[src/rtl/timer_pkg.sv]
// rtl/timer_pkg.sv - shared types, constants and helpers for the timer controller
package timer_pkg;

    typedef enum logic [1:0] {
        ST_IDLE  = 2'd0,
        ST_RUN   = 2'd1,
        ST_PAUSE = 2'd2,
        ST_ALARM = 2'd3
    } timer_state_t;

    localparam int DIGIT_W = 4;

    // Largest value a digit of the given modulus can hold.
    function automatic logic [DIGIT_W-1:0] digit_max(input int digit_mod);
        return DIGIT_W'(digit_mod - 1);
    endfunction

endpackage

[src/rtl/timer_digit.sv]
// rtl/timer_digit.sv - one mod-DIGIT_MOD up/down digit of the timer cascade
module timer_digit
    import timer_pkg::*;
#(
    parameter int DIGIT_MOD = 10
) (
    input  logic               clk,
    input  logic               reset_n,
    input  logic               clr,
    input  logic               inc,
    input  logic               down,
    output logic [DIGIT_W-1:0] value,
    output logic [DIGIT_W-1:0] nxt,
    output logic               tc
);

    localparam logic [DIGIT_W-1:0] MAX = digit_max(DIGIT_MOD);

    // Terminal count is the value that rolls over on the next step in the current direction.
    assign tc = down ? (value == '0) : (value == MAX);

    // Value this digit will hold after the coming edge; exported so the alarm compare sees it early.
    always_comb begin
        nxt = value;
        if (inc) begin
            if (down) begin
                nxt = tc ? MAX : value - DIGIT_W'(1);
            end else begin
                nxt = tc ? '0 : value + DIGIT_W'(1);
            end
        end
    end

    // Digit register; clear wins over a simultaneous increment.
    always_ff @(posedge clk) begin
        if (!reset_n || clr) begin
            value <= '0;
        end else begin
            value <= nxt;
        end
    end

endmodule

[src/rtl/timer_ctrl.sv]
// rtl/timer_ctrl.sv - run/pause/clear stopwatch controller with prescaler, digit cascade and alarm (optional TIMER_CTRL_DOWN_EN adds dir)
module timer_ctrl
    import timer_pkg::*;
#(
    parameter int NUM_DIGITS = 4,
    parameter int DIGIT_MOD  = 10,
    parameter int PRESCALE   = 100
) (
    input  logic                          clk,
    input  logic                          reset_n,
    input  logic                          start,
    input  logic                          stop,
    input  logic                          clear,
`ifdef TIMER_CTRL_DOWN_EN
    input  logic                          dir,
`endif
    input  logic                          alarm_en,
    input  logic [DIGIT_W*NUM_DIGITS-1:0] alarm_val,
    output logic [DIGIT_W*NUM_DIGITS-1:0] digits,
    output logic                          running,
    output logic                          tick,
    output logic                          wrap,
    output logic                          alarm
);

    localparam int PW = (PRESCALE > 2) ? $clog2(PRESCALE) : 1;
    localparam logic [PW-1:0] PRE_LAST = PW'(PRESCALE - 1);

    timer_state_t                  state;
    logic [PW-1:0]                 presc;
    logic [NUM_DIGITS-1:0]         tc;
    logic [NUM_DIGITS-1:0]         en;
    logic [DIGIT_W*NUM_DIGITS-1:0] nxt;
    logic                          cnt_down;
    logic                          all_tc;
    logic                          hit;

`ifdef TIMER_CTRL_DOWN_EN
    assign cnt_down = dir;
`else
    assign cnt_down = 1'b0;
`endif

    assign tick    = (state == ST_RUN) && (presc == PRE_LAST);
    assign all_tc  = &tc;
    // Next digits are always in range, so an out-of-range alarm value can never match.
    assign hit     = tick && alarm_en && (nxt == alarm_val);
    assign running = (state == ST_RUN);
    assign alarm   = (state == ST_ALARM);

    // Ripple-carry enable chain: a digit steps when the tick reaches it through all rolling-over lower digits.
    always_comb begin
        en    = '0;
        en[0] = tick;
        for (int i = 1; i < NUM_DIGITS; i++) begin
            en[i] = en[i-1] & tc[i-1];
        end
    end

    for (genvar g = 0; g < NUM_DIGITS; g++) begin : g_digit
        timer_digit #(
            .DIGIT_MOD (DIGIT_MOD)
        ) u_digit (
            .clk     (clk),
            .reset_n (reset_n),
            .clr     (clear),
            .inc     (en[g]),
            .down    (cnt_down),
            .value   (digits[g*DIGIT_W +: DIGIT_W]),
            .nxt     (nxt[g*DIGIT_W +: DIGIT_W]),
            .tc      (tc[g])
        );
    end

    // Control FSM, prescaler and wrap pulse; clear > stop > start, alarm hit beats stop.
    always_ff @(posedge clk) begin
        if (!reset_n) begin
            state <= ST_IDLE;
            presc <= '0;
            wrap  <= 1'b0;
        end else begin
            wrap <= 1'b0;
            if (clear) begin
                state <= ST_IDLE;
                presc <= '0;
            end else begin
                if (tick) begin
                    wrap <= all_tc;
                end
                case (state)
                    ST_RUN: begin
                        // A pending tick always completes; otherwise stopping freezes the phase.
                        if (tick) begin
                            presc <= '0;
                        end else if (!stop) begin
                            presc <= presc + PW'(1);
                        end
                        if (hit) begin
                            state <= ST_ALARM;
                        end else if (stop) begin
                            state <= ST_PAUSE;
                        end
                    end
                    ST_IDLE, ST_PAUSE, ST_ALARM: begin
                        if (start && !stop) begin
                            state <= ST_RUN;
                        end
                    end
                    default: begin
                        state <= ST_IDLE;
                    end
                endcase
            end
        end
    end

endmodule

[config.mk]
export PLATFORM = sky130hd
export DESIGN_NAME = timer_ctrl
export DESIGN_NICKNAME = d
export VERILOG_FILES = /design/src/rtl/timer_pkg.sv /design/src/rtl/timer_digit.sv /design/src/rtl/timer_ctrl.sv
export SDC_FILE = /design/constraint.sdc
export NUM_CORES = 1
export LEC_CHECK = 0
export CAP_MARGIN = 20
export CORE_UTILIZATION = 63
export DETAILED_ROUTE_END_ITERATION = 8
export DONT_BUFFER_PORTS = 1
export GPL_ROUTABILITY_DRIVEN = 0
export PLACE_DENSITY = 0.84
export SLEW_MARGIN = 5
export SYNTH_ARGS = -nofsm -noshare
export SYNTH_HDL_FRONTEND = slang
export SYNTH_SLANG_ARGS = --single-unit
[constraint.sdc]
create_clock -name clk -period 3.7 [get_ports clk]
set_clock_uncertainty 0.05 [all_clocks]
set_input_delay 0.37 -clock clk [delete_from_list [all_inputs] [get_ports clk]]
set_output_delay 0.37 -clock clk [all_outputs]
set_load 0.01 [all_outputs]
After elaboration in Yosys (flattened, before gate mapping)
Cells that the tools add are included.
- bits in registers: 26
- input port bits: 22
- output and inout port bits: 20
- $add $sub $neg: 5
- equal/unequal tests: 12
- mux-type cells: 14
- bitwise operators: 5
- reduce and logical (&&, ||, !) cells: 14
- operators with widths (operator ; count):
    4-bit 2-to-1 mux ; 8
    4-bit by 1-bit adder with 4-bit output, second input constant ; 4
    16-bit equality test ; 1
    4-bit equality test, second input constant ; 4
    7-bit 2-to-1 mux ; 2
    7-bit by 1-bit adder with 7-bit output, second input constant ; 1
    7-bit equality test, second input constant ; 1
    2-bit 2-to-1 mux ; 3
    3-bit OR reduction ; 2
    2-bit equality test, second input constant ; 2
    1-bit logical AND ; 4
    2-bit one-hot mux with 2 select lines ; 1
    2-bit AND reduction ; 2
    4-bit AND reduction ; 1
    1-bit bitwise AND ; 3
    3-bit by 2-bit inequality test with 1-bit output, second input constant ; 1
    2-bit by 1-bit equality test with 1-bit output, second input constant ; 1
    1-bit logical NOT ; 2
    2-bit logical NOT ; 1
    2-bit by 1-bit inequality test with 1-bit output, second input constant ; 1
    2-bit inequality test, second input constant ; 1
    1-bit NOT ; 2
    2-bit OR reduction ; 1
    1-bit logical OR ; 1

Logic depth before layout (Yosys ltp)
Gate-level depths: netlist of the first run.
- depth after elaboration: 10
- mapped depth: 11

Cells and area by module
From an unflattened synthesis of the first run, not the netlist that was laid out.
- cells, all modules: 294
- area total of the unflattened synthesis: 2449.8 um2
- by module, submodules not included (module ; instances ; cells an instance ; area each (um2)):
    timer_digit ; 4 ; 53 ; 432.9
    timer_ctrl ; 1 ; 82 ; 718.2

Worst setup path before layout of the first run
OpenSTA, ideal clock, no wires.
- path type: register to register
- from: register presc[2]
- to: register state[0]
- setup time: 0.070 ns
- arrival time: 2.602 ns
- slack: 0.979 ns
- stages on the path, launching flop included: 9
- clock period less this slack: 2.721 ns
- cells stage by stage: dfxtp_1 -> or4b_4 -> nor3_1 -> mux2i_1 -> xnor2_1 -> nor4_1 -> nand3_1 -> o41a_1 -> a21oi_1
- longest elaborated chain between the ends: 10
- elaborated cells on any way between the ends: 16
- those cells by class: eq/ne: 3; mux: 6; bitwise: 3; reduce/logical: 4
- RTL lines (item ; RTL line ; source):
    from (decl) ; timer_ctrl.sv:30 ; logic [PW-1:0] presc;
    from (signal assigned) ; timer_ctrl.sv:96 ; presc <= presc + PW'(1);
    7-bit equality test * ; timer_ctrl.sv:44 ; assign tick = (state == ST_RUN) && (presc == PRE_LAST);
    1-bit logical AND * ; timer_ctrl.sv:44 ;
    1-bit bitwise AND (3 in a row) ; timer_ctrl.sv:56 ; en[i] = en[i-1] & tc[i-1];
    4-bit 2-to-1 mux ; timer_digit.sv:25 ; if (inc) begin
    16-bit equality test ; timer_ctrl.sv:47 ; assign hit = tick && alarm_en && (nxt == alarm_val);
    1-bit logical AND * ; timer_ctrl.sv:47 ;
    2-bit 2-to-1 mux / 3-bit by 2-bit inequality test with 1-bit output (equally long branches) ; n/a ;
    2-bit one-hot mux with 2 select lines / 2-bit AND reduction (equally long branches) ; n/a ;
    to (signal assigned) ; timer_ctrl.sv:99 ; state <= ST_ALARM;
    to (signal assigned) ; timer_ctrl.sv:101 ; state <= ST_PAUSE;
    to (signal assigned) ; timer_ctrl.sv:106 ; state <= ST_RUN;
    to (decl) ; timer_ctrl.sv:29 ; timer_state_t state;
Every way passes the cells marked *; elsewhere a longest branch is shown, timed or not.
A chain may end at the register's enable or synchronous reset.

Worst setup path in the final report of the first run
Ends and elaborated chain as after synthesis.

==> results of run 1 <==
critical path, stage by stage (launching register included):
cell and delay (ns):
sky130_fd_sc_hd__dfxtp_1 0.39, sky130_fd_sc_hd__or4b_4 0.59, sky130_fd_sc_hd__nor4_4 0.56, sky130_fd_sc_hd__mux2i_1 0.34, sky130_fd_sc_hd__xnor2_1 0.12, sky130_fd_sc_hd__nor4_1 0.24, sky130_fd_sc_hd__nand3_1 0.14, sky130_fd_sc_hd__o41a_1 0.44
sky130_fd_sc_hd__a21oi_1 0.15
per-stage QoR:
step            util  setup slack [ns]
3_5_place_dp   0.699             0.700
5_1_grt        0.713             0.370
4_1_cts        0.713             0.657
6_report       0.713             0.625
2_1_floorplan      -             0.979
3_3_place_gp   0.699             0.724
kinds of logic (layout without fill, tap and decap cells):
group	Yosys count	after routing	synth area share
AOI/OAI and AO/OA	40	40	0.147
xor gates and xnor gates	24	24	0.117
adders and majority gates	7	7	0.0489
buffers and inverters	15	13	0.0314
DFF	26	26	0.291
muxes	6	6	0.0335
and+or+nand+nor	108	108	0.331
state kept, by name, indices dropped and copies added (netlist names):
register	count
wrap	1
presc	7
g_digit.u_digit.value	16
state	2
routing by layer:
layer,up-vias,GRT usage
met5,-,0
met4,0,0.111
met3,13,0.0445
met2,82,0.506
met1,761,0.364
li1,813,-
where the power goes:
part / switching [uW] / internal [uW] / total [uW]
Combinational: 15.8 / 11.1 / 26.8
Clock: 87.1 / 60.2 / 147
Sequential: 0.399 / 280 / 281
Total: 103 / 352 / 455
cells in the final DEF, fill, tap and decap left out, types with 4 or more instances in the layout:
cell                       n
sky130_fd_sc_hd__nor4_1    5
sky130_fd_sc_hd__nand4_1   4
sky130_fd_sc_hd__xor2_1   11
sky130_fd_sc_hd__nand2_1  18
sky130_fd_sc_hd__ha_1      7
sky130_fd_sc_hd__dfxtp_1  26
sky130_fd_sc_hd__a21oi_1  17
sky130_fd_sc_hd__mux2i_1   6
sky130_fd_sc_hd__nor3_1    6
sky130_fd_sc_hd__nor2_1   32
sky130_fd_sc_hd__nand3_1  13
sky130_fd_sc_hd__inv_1     8
sky130_fd_sc_hd__xnor2_1  13
sky130_fd_sc_hd__o21ai_0   5
final cells by class:
type	instances	share of cell area
clock buffers	4	0.0196
inverters	8	0.0163
flip-flops and latches	26	0.282
multi-input cells	185	0.658
repair buffers	1	0.00407
well taps	30	0.0203
worst paths after layout:
kind / from / slack, ns / to
max: presc[2]$_SDFFE_PP0P_ / 0.62 / state[0]$_SDFFE_PP0P_
min: stop / 0.07 / state[0]$_SDFFE_PP0P_
max reg2reg: presc[2]$_SDFFE_PP0P_ / 0.62 / state[0]$_SDFFE_PP0P_
min reg2reg: presc[6]$_SDFFE_PP0P_ / 0.50 / presc[6]$_SDFFE_PP0P_
==> impl_metrics.xml, run 1 <==
<?xml version="1.0" encoding="UTF-8"?>
<metrics>
  <group name="outcome">
    <metric name="status" unit="">completed</metric>
  </group>
  <group name="logic_synthesis">
    <metric name="synth_enable_flop_cells" unit="">0</metric>
    <metric name="synth_seq_cells" unit="">26</metric>
    <metric name="yosys-top-cells-area" unit="">sky130_fd_sc_hd__dfxtp_1 (29%), sky130_fd_sc_hd__nor2_1 (6.7%), sky130_fd_sc_hd__xnor2_1 (6.4%), sky130_fd_sc_hd__xor2_1 (5.4%), sky130_fd_sc_hd__ha_1 (4.9%)</metric>
    <metric name="synth.avg_cell_area" unit="um^2">7.93</metric>
    <metric name="yosys-top-cells-count" unit="">sky130_fd_sc_hd__nor2_1 (32), sky130_fd_sc_hd__dfxtp_1 (26), sky130_fd_sc_hd__nand2_1 (18)</metric>
    <metric name="ys_types" unit="">48</metric>
    <metric name="synthesis.area" unit="um^2">1790</metric>
    <metric name="synth_area_leader_cell" unit="">sky130_fd_sc_hd__dfxtp_1</metric>
    <metric name="synth_flop_cell" unit="">sky130_fd_sc_hd__dfxtp_1</metric>
    <metric name="seq_area_frac_synth" unit="">0.291</metric>
    <metric name="ys.warnings.count" unit="">0</metric>
    <metric name="synthArstFlopShare" unit="">0</metric>
    <metric name="post_synth_inst_count" unit="">226</metric>
    <metric name="synth.top_cell.area_share" unit="">0.291</metric>
    <metric name="synth_most_common_cell" unit="">sky130_fd_sc_hd__nor2_1</metric>
    <metric name="syn_nets" unit="">255</metric>
  </group>
  <group name="route">
    <metric name="route.antenna.remaining_nets" unit="">0</metric>
    <metric name="drc" unit="">0</metric>
    <metric name="met1_layer_wirelength_in_the_final_routing" unit="um">1740</metric>
    <metric name="detail_route.iter0.violations" unit="">87</metric>
    <metric name="dr_total_vias" unit="">1669</metric>
    <metric name="maxUsedRoutingLayer" unit="">met4</metric>
    <metric name="dr.pass1.iters" unit="">4</metric>
    <metric name="post_drt_via_cell_ratio" unit="">6.57</metric>
    <metric name="routed_length_per_instance" unit="um">16.6</metric>
    <metric name="dr_wl_met2" unit="um">2010</metric>
    <metric name="met3RoutedLength" unit="um">383</metric>
    <metric name="routed_wirelength" unit="um">4220</metric>
  </group>
  <group name="setup_path">
    <metric name="ff2ff_path_depth" unit="">8</metric>
    <metric name="worstSetupStartpointType" unit="">flop</metric>
    <metric name="critical_path_arrival" unit="ns">3.29</metric>
    <metric name="endpoint_kind" unit="">flop</metric>
    <metric name="type_of_the_worst_setup_path" unit="">reg -&gt; reg</metric>
    <metric name="worst_ep_required_time" unit="ns">3.91</metric>
    <metric name="crit_fanout" unit="">7</metric>
  </group>
  <group name="floorplanning">
    <metric name="io-pin-count" unit="">42</metric>
    <metric name="floorplan.core_area" unit="um^2">2590</metric>
    <metric name="die_h" unit="um">55.3</metric>
    <metric name="die-width" unit="um">55.3</metric>
    <metric name="core.rowCount" unit="">18</metric>
    <metric name="start_util" unit="">0.692</metric>
    <metric name="design.die.area" unit="um^2">3060</metric>
  </group>
  <group name="placed_design">
    <metric name="place.detailed.instances" unit="">250</metric>
    <metric name="place_area" unit="um^2">1810</metric>
    <metric name="port_buffers" unit="">0</metric>
    <metric name="dp_hpwl" unit="um">3230</metric>
  </group>
  <group name="timing">
    <metric name="worst-slew-pin-transition" unit="ns">0.665</metric>
    <metric name="hold_ws" unit="ns">0.0694</metric>
    <metric name="setup_viol" unit="">0</metric>
    <metric name="timing.final.max_slew_violations" unit="">0</metric>
    <metric name="timing.final.crit_period" unit="ns">3.08</metric>
    <metric name="setup_tns" unit="ns">0</metric>
    <metric name="rsz0062_at_grt" unit="">no</metric>
    <metric name="relSlewSlack" unit="">0.557</metric>
    <metric name="period_share" unit="">0.831</metric>
    <metric name="final_hold_viol_count" unit="">0</metric>
    <metric name="fmax" unit="MHz">325</metric>
  </group>
  <group name="clock_network">
    <metric name="cts_repair_resize_count" unit="">0</metric>
    <metric name="cts_tree" unit="">yes</metric>
    <metric name="clk_buf_depth" unit="">2</metric>
    <metric name="cts_sinks" unit="">26</metric>
    <metric name="cts.clk_slew.worst_paths" unit="ns">0.14</metric>
    <metric name="ctsRootBufferMaster" unit="">sky130_fd_sc_hd__clkbuf_4</metric>
    <metric name="cts.hold.buffers_added" unit="">0</metric>
    <metric name="cts_setup_buffers" unit="">0</metric>
    <metric name="clock_insertion_delay_worst_skew" unit="ns">0.33</metric>
    <metric name="cts_h_tree_lvls" unit="">1</metric>
    <metric name="cts_buffers" unit="">3</metric>
  </group>
  <group name="cells_and_area">
    <metric name="drive_above_1_share" unit="">0.0670</metric>
    <metric name="sequential_cell_area" unit="um^2">520</metric>
    <metric name="layout-area-overhead-vs-synth" unit="%">3.07</metric>
    <metric name="multiInputGateArea" unit="um^2">1210</metric>
    <metric name="layoutNonFillerInstCount" unit="">254</metric>
    <metric name="final_nets" unit="">254</metric>
    <metric name="final_area" unit="um^2">1850</metric>
    <metric name="num-fill-cells" unit="">210</metric>
    <metric name="insertedDiodeCount" unit="">0</metric>
  </group>
  <group name="grt">
    <metric name="vias_in_the_first_global_route" unit="">1648</metric>
    <metric name="grt_start_max_net_pins" unit="">16</metric>
    <metric name="antenna_found_initial" unit="">0</metric>
    <metric name="grt_overflow" unit="">0</metric>
    <metric name="global_router_s_overall_resource_usage" unit="">0.293</metric>
    <metric name="grt_pass1_wl" unit="um">7370</metric>
  </group>
  <group name="power_and_ir_drop">
    <metric name="power_per_cell_area" unit="nW/um^2">246</metric>
    <metric name="vdd_ir_drop_max" unit="V">0.000212</metric>
    <metric name="power.static_leakage" unit="uW">0.000612</metric>
    <metric name="total_power" unit="uW">455</metric>
  </group>
  <group name="worst_hold_path">
    <metric name="worst_hold_path_type" unit="">in -&gt; reg</metric>
    <metric name="hold_path_depth" unit="">1</metric>
  </group>
  <group name="run">
    <metric name="max_cap_violations" unit="">0</metric>
  </group>
</metrics>
(Power assumes the default switching activity.)
==> run 2: changes to the inputs <==
--- a/config.mk
+++ b/config.mk
@@ -5,12 +5,13 @@
 export SDC_FILE = /design/constraint.sdc
 export NUM_CORES = 1
 export LEC_CHECK = 0
+export ABC_AREA = 1
 export CAP_MARGIN = 20
-export CORE_UTILIZATION = 63
+export CORE_UTILIZATION = 57
 export DETAILED_ROUTE_END_ITERATION = 8
 export DONT_BUFFER_PORTS = 1
 export GPL_ROUTABILITY_DRIVEN = 0
-export PLACE_DENSITY = 0.84
+export PLACE_DENSITY = 0.8
 export SLEW_MARGIN = 5
 export SYNTH_ARGS = -nofsm -noshare
 export SYNTH_HDL_FRONTEND = slang
==> constraint.sdc (replaced) <==
create_clock -name clk -period 2.56 [get_ports clk]
set_clock_uncertainty 0.05 [all_clocks]
set_input_delay 0.256 -clock clk [delete_from_list [all_inputs] [get_ports clk]]
set_output_delay 0.256 -clock clk [all_outputs]
set_load 0.01 [all_outputs]
==> impl_metrics.xml, run 2 <==
<?xml version="1.0" encoding="UTF-8"?>
<metrics>
  <group name="timing">
    <metric name="final_hold_viol_count" unit="">0</metric>
    <metric name="relSlewSlack" unit="">0.530</metric>
    <metric name="timing.final.max_slew_violations" unit="">0</metric>
    <metric name="fmax" unit="MHz">433</metric>
    <metric name="setup_viol" unit="">0</metric>
    <metric name="period_share" unit="">0.902</metric>
    <metric name="worst-slew-pin-transition" unit="ns">0.704</metric>
    <metric name="rsz0062_at_grt" unit="">no</metric>
    <metric name="timing.final.crit_period" unit="ns">2.31</metric>
    <metric name="setup_tns" unit="ns">0</metric>
  </group>
  <group name="clock_network">
    <metric name="cts_setup_buffers" unit="">0</metric>
    <metric name="cts_h_tree_lvls" unit="">1</metric>
    <metric name="cts_sinks" unit="">26</metric>
    <metric name="ctsRootBufferMaster" unit="">sky130_fd_sc_hd__clkbuf_4</metric>
    <metric name="clock_insertion_delay_worst_skew" unit="ns">0.32</metric>
    <metric name="cts.hold.buffers_added" unit="">0</metric>
    <metric name="cts_buffers" unit="">3</metric>
    <metric name="cts_repair_resize_count" unit="">0</metric>
    <metric name="cts_tree" unit="">yes</metric>
    <metric name="cts.clk_slew.worst_paths" unit="ns">0.14</metric>
    <metric name="clk_buf_depth" unit="">2</metric>
  </group>
  <group name="floorplanning">
    <metric name="design.die.area" unit="um^2">3580</metric>
    <metric name="core.rowCount" unit="">20</metric>
    <metric name="start_util" unit="">0.615</metric>
    <metric name="die-width" unit="um">59.8</metric>
    <metric name="floorplan.core_area" unit="um^2">3100</metric>
    <metric name="io-pin-count" unit="">42</metric>
    <metric name="die_h" unit="um">59.8</metric>
  </group>
  <group name="power_and_ir_drop">
    <metric name="total_power" unit="uW">630</metric>
    <metric name="vdd_ir_drop_max" unit="V">0.000211</metric>
    <metric name="power_per_cell_area" unit="nW/um^2">314</metric>
    <metric name="power.static_leakage" unit="uW">0.000909</metric>
  </group>
  <group name="setup_path">
    <metric name="critical-path-top-cell-by-count" unit="">sky130_fd_sc_hd__nand2_1</metric>
    <metric name="worst_ep_required_time" unit="ns">2.71</metric>
    <metric name="crit_chain" unit="">inv_1 -&gt; ha_1 -&gt; nand2_1 -&gt; nor2_4 -&gt; nand2_2 -&gt; nor2_8 -&gt; nand2_1 -&gt; o21ai_1 -&gt; xnor2_1 -&gt; nand2_1 -&gt; nor2_2 -&gt; nand3_2 -&gt; nand2_2 -&gt; nand2_1 -&gt; nand2_1 -&gt; a21oi_2</metric>
    <metric name="cp.buffers_inverters" unit="">1</metric>
    <metric name="worstSetupStartpointType" unit="">flop</metric>
    <metric name="crit_fanout" unit="">7</metric>
    <metric name="ff2ff_path_depth" unit="">16</metric>
    <metric name="cp_slowest_cell" unit="">sky130_fd_sc_hd__dfxtp_1</metric>
    <metric name="crit_cells" unit="">16</metric>
    <metric name="endpoint_kind" unit="">flop</metric>
    <metric name="setup.reg_to_reg.worst_slack" unit="ns">0.25</metric>
    <metric name="max_stage_delay" unit="ns">0.40</metric>
    <metric name="worst_path_dominant_cell_family" unit="">simple AND/OR/NAND/NOR gates</metric>
    <metric name="type_of_the_worst_setup_path" unit="">reg -&gt; reg</metric>
    <metric name="critical_path_arrival" unit="ns">2.46</metric>
  </group>
  <group name="logic_synthesis">
    <metric name="synth_compound_gate_area_share" unit="">0.0636</metric>
    <metric name="synth_seq_cells" unit="">26</metric>
    <metric name="largest_family_of_logic_cells_by_synthesized_area" unit="">simple AND/OR/NAND/NOR gates</metric>
    <metric name="synth_flop_cell" unit="">sky130_fd_sc_hd__dfxtp_1</metric>
    <metric name="seq_area_frac_synth" unit="">0.273</metric>
    <metric name="synth_adder_area_share" unit="">0.0459</metric>
    <metric name="ys.warnings.count" unit="">0</metric>
    <metric name="yosys-top-cells-count" unit="">sky130_fd_sc_hd__nand2_1 (99), sky130_fd_sc_hd__inv_1 (41), sky130_fd_sc_hd__nand3_1 (34), sky130_fd_sc_hd__nor2_1 (34), sky130_fd_sc_hd__dfxtp_1 (26)</metric>
    <metric name="synth_mux_area_frac" unit="">0</metric>
    <metric name="yosys-top-cells-area" unit="">sky130_fd_sc_hd__dfxtp_1 (27%), sky130_fd_sc_hd__nand2_1 (19%), sky130_fd_sc_hd__nand3_1 (8.9%), sky130_fd_sc_hd__inv_1 (8.1%), sky130_fd_sc_hd__nor2_1 (6.7%)</metric>
    <metric name="ys_types" unit="">26</metric>
    <metric name="syn_nets" unit="">343</metric>
    <metric name="synthArstFlopShare" unit="">0</metric>
    <metric name="synth_most_common_cell" unit="">sky130_fd_sc_hd__nand2_1</metric>
    <metric name="synth-simple-area-share" unit="">0.513</metric>
    <metric name="synth_xor_area_frac" unit="">0.0138</metric>
    <metric name="synth_enable_flop_cells" unit="">0</metric>
    <metric name="synthesis.area" unit="um^2">1910</metric>
    <metric name="post_synth_inst_count" unit="">314</metric>
    <metric name="synth_area_leader_cell" unit="">sky130_fd_sc_hd__dfxtp_1</metric>
    <metric name="synth.avg_cell_area" unit="um^2">6.07</metric>
    <metric name="synth.top_cell.area_share" unit="">0.273</metric>
  </group>
  <group name="route">
    <metric name="routed_length_per_instance" unit="um">11.4</metric>
    <metric name="dr_total_vias" unit="">1893</metric>
    <metric name="post_drt_via_cell_ratio" unit="">5.21</metric>
    <metric name="detail_route.iter0.violations" unit="">91</metric>
    <metric name="routed_wirelength" unit="um">4130</metric>
    <metric name="route.antenna.remaining_nets" unit="">0</metric>
    <metric name="dr.pass1.iters" unit="">4</metric>
    <metric name="drc" unit="">0</metric>
  </group>
  <group name="grt">
    <metric name="grtUsageMet3" unit="">0.0325</metric>
    <metric name="globalRoute.busiestLayer" unit="">met2</metric>
    <metric name="global_router_s_overall_resource_usage" unit="">0.253</metric>
    <metric name="m2_gr_usage" unit="">0.405</metric>
    <metric name="grt_overflow" unit="">0</metric>
    <metric name="met1_usage_in_global_routing" unit="">0.334</metric>
    <metric name="grt_pass1_wl" unit="um">6850</metric>
    <metric name="vias_in_the_first_global_route" unit="">1681</metric>
    <metric name="grt_start_max_net_pins" unit="">21</metric>
    <metric name="antenna_found_initial" unit="">0</metric>
  </group>
  <group name="worst_hold_path">
    <metric name="worst_hold_path_type" unit="">in -&gt; reg</metric>
    <metric name="hold_path_depth" unit="">3</metric>
  </group>
  <group name="cells_and_area">
    <metric name="sequential_cell_area" unit="um^2">520</metric>
    <metric name="largest-register" unit="">g_digit.u_digit.value</metric>
    <metric name="finalCoreUtilization" unit="">0.647</metric>
    <metric name="highest_count_cells_in_the_layout_ignoring_fill_and_taps" unit="">sky130_fd_sc_hd__nand2_1 (99), sky130_fd_sc_hd__inv_1 (41), sky130_fd_sc_hd__nor2_1 (34), sky130_fd_sc_hd__nand3_1 (34), sky130_fd_sc_hd__dfxtp_1 (26)</metric>
    <metric name="num-fill-cells" unit="">317</metric>
    <metric name="most_common_cell_after_layout_fill_and_taps_aside" unit="">sky130_fd_sc_hd__nand2_1</metric>
    <metric name="multiInputGateArea" unit="um^2">1210</metric>
    <metric name="final_area" unit="um^2">2010</metric>
    <metric name="drive_above_1_share" unit="">0.113</metric>
    <metric name="final_nets" unit="">350</metric>
    <metric name="insertedDiodeCount" unit="">0</metric>
    <metric name="layout-area-overhead-vs-synth" unit="%">5.25</metric>
    <metric name="registers_with_the_most_flip_flops" unit="">g_digit.u_digit.value: 16 flops, presc: 7 flops, state: 2 flops</metric>
    <metric name="largest_register_ffs" unit="">16</metric>
  </group>
  <group name="run">
    <metric name="max_cap_violations" unit="">0</metric>
  </group>
  <group name="placed_design">
    <metric name="place_area" unit="um^2">1980</metric>
    <metric name="port_buffers" unit="">0</metric>
    <metric name="dp_hpwl" unit="um">3350</metric>
  </group>
  <group name="outcome">
    <metric name="status" unit="">completed</metric>
  </group>
</metrics>
## run 2: changes by cell type after synthesis, sizes merged, moves of 6 or more
| cell | previous run | this run |
|---|---|---|
| nor2 | 32 | 45 |
| xor2 | 11 | 2 |
| mux2i | 6 | 0 |
| nand3 | 13 | 36 |
| xnor2 | 13 | 1 |
| nand2 | 18 | 107 |
| inv | 8 | 44 |
## run 2: kinds of logic (layout without fill, tap and decap cells)
kind of cell    count (synthesis)  after routing
simple gates                  210            210
compound gates                 22             22
buf+inv                        46             51
fa+ha+maj                       7              7
flops                          26             26
xor+xnor                        3              3
## run 2: final timing paths
path / startpoint / to
hold / removal: stop / presc[1]$_SDFFE_PP0P_
setup reg to reg: g_digit[0].u_digit.value[1]$_SDFF_PP0_ / state[0]$_SDFFE_PP0P_
setup / recovery: g_digit[0].u_digit.value[1]$_SDFF_PP0_ / state[0]$_SDFFE_PP0P_
hold reg to reg: presc[1]$_SDFFE_PP0P_ / presc[1]$_SDFFE_PP0P_
## run 2: power by group
group,switching (uW),internal [uW]
clock,124,55.3
sequential,1.65,406
combinational,28.4,14.7
total,154,476
## run 2: area by class of cell
class,count,share of cell area
timing repair buffer,4,0.0150
multi-input combinational,242,0.605
clock buffer,3,0.0112
tap,44,0.0274
sequential,26,0.259
inverter,44,0.0823
## run 2: metrics by stage
| step | hold WS [ns] | worst slack (ns) | instances |
|---|---|---|---|
| floorplan | 0.407 | 0.461 | 314 |
| global placement | 0.421 | 0.304 | 360 |
| detailed placement | 0.431 | 0.277 | 360 |
| CTS | 0.0719 | 0.250 | 363 |
| global route | 0.109 | 0.0244 | 363 |
| finish | 0.0788 | 0.250 | 363 |
## run 2: routing by layer
metal | part of all wire | vias up | routed length (um)
li1 | - | 1009 | -
met1 | 0.46 | 830 | 1920
met2 | 0.47 | 45 | 1920
met3 | 0.048 | 9 | 198
met4 | 0.022 | 0 | 93
met5 | 0 | - | 0
## run 2: worst register-to-register path, cell delays in order (launching register included)
cell	delay [ns]
sky130_fd_sc_hd__dfxtp_1	0.40
sky130_fd_sc_hd__inv_1	0.10
sky130_fd_sc_hd__ha_1	0.16
sky130_fd_sc_hd__nand2_1	0.09
sky130_fd_sc_hd__nor2_4	0.18
sky130_fd_sc_hd__nand2_2	0.12
sky130_fd_sc_hd__nor2_8	0.18
sky130_fd_sc_hd__nand2_1	0.06
sky130_fd_sc_hd__o21ai_1	0.13
sky130_fd_sc_hd__xnor2_1	0.15
sky130_fd_sc_hd__nand2_1	0.11
sky130_fd_sc_hd__nor2_2	0.13
sky130_fd_sc_hd__nand3_2	0.08
sky130_fd_sc_hd__nand2_2	0.07
sky130_fd_sc_hd__nand2_1	0.06
sky130_fd_sc_hd__nand2_1	0.08
sky130_fd_sc_hd__a21oi_2	0.05
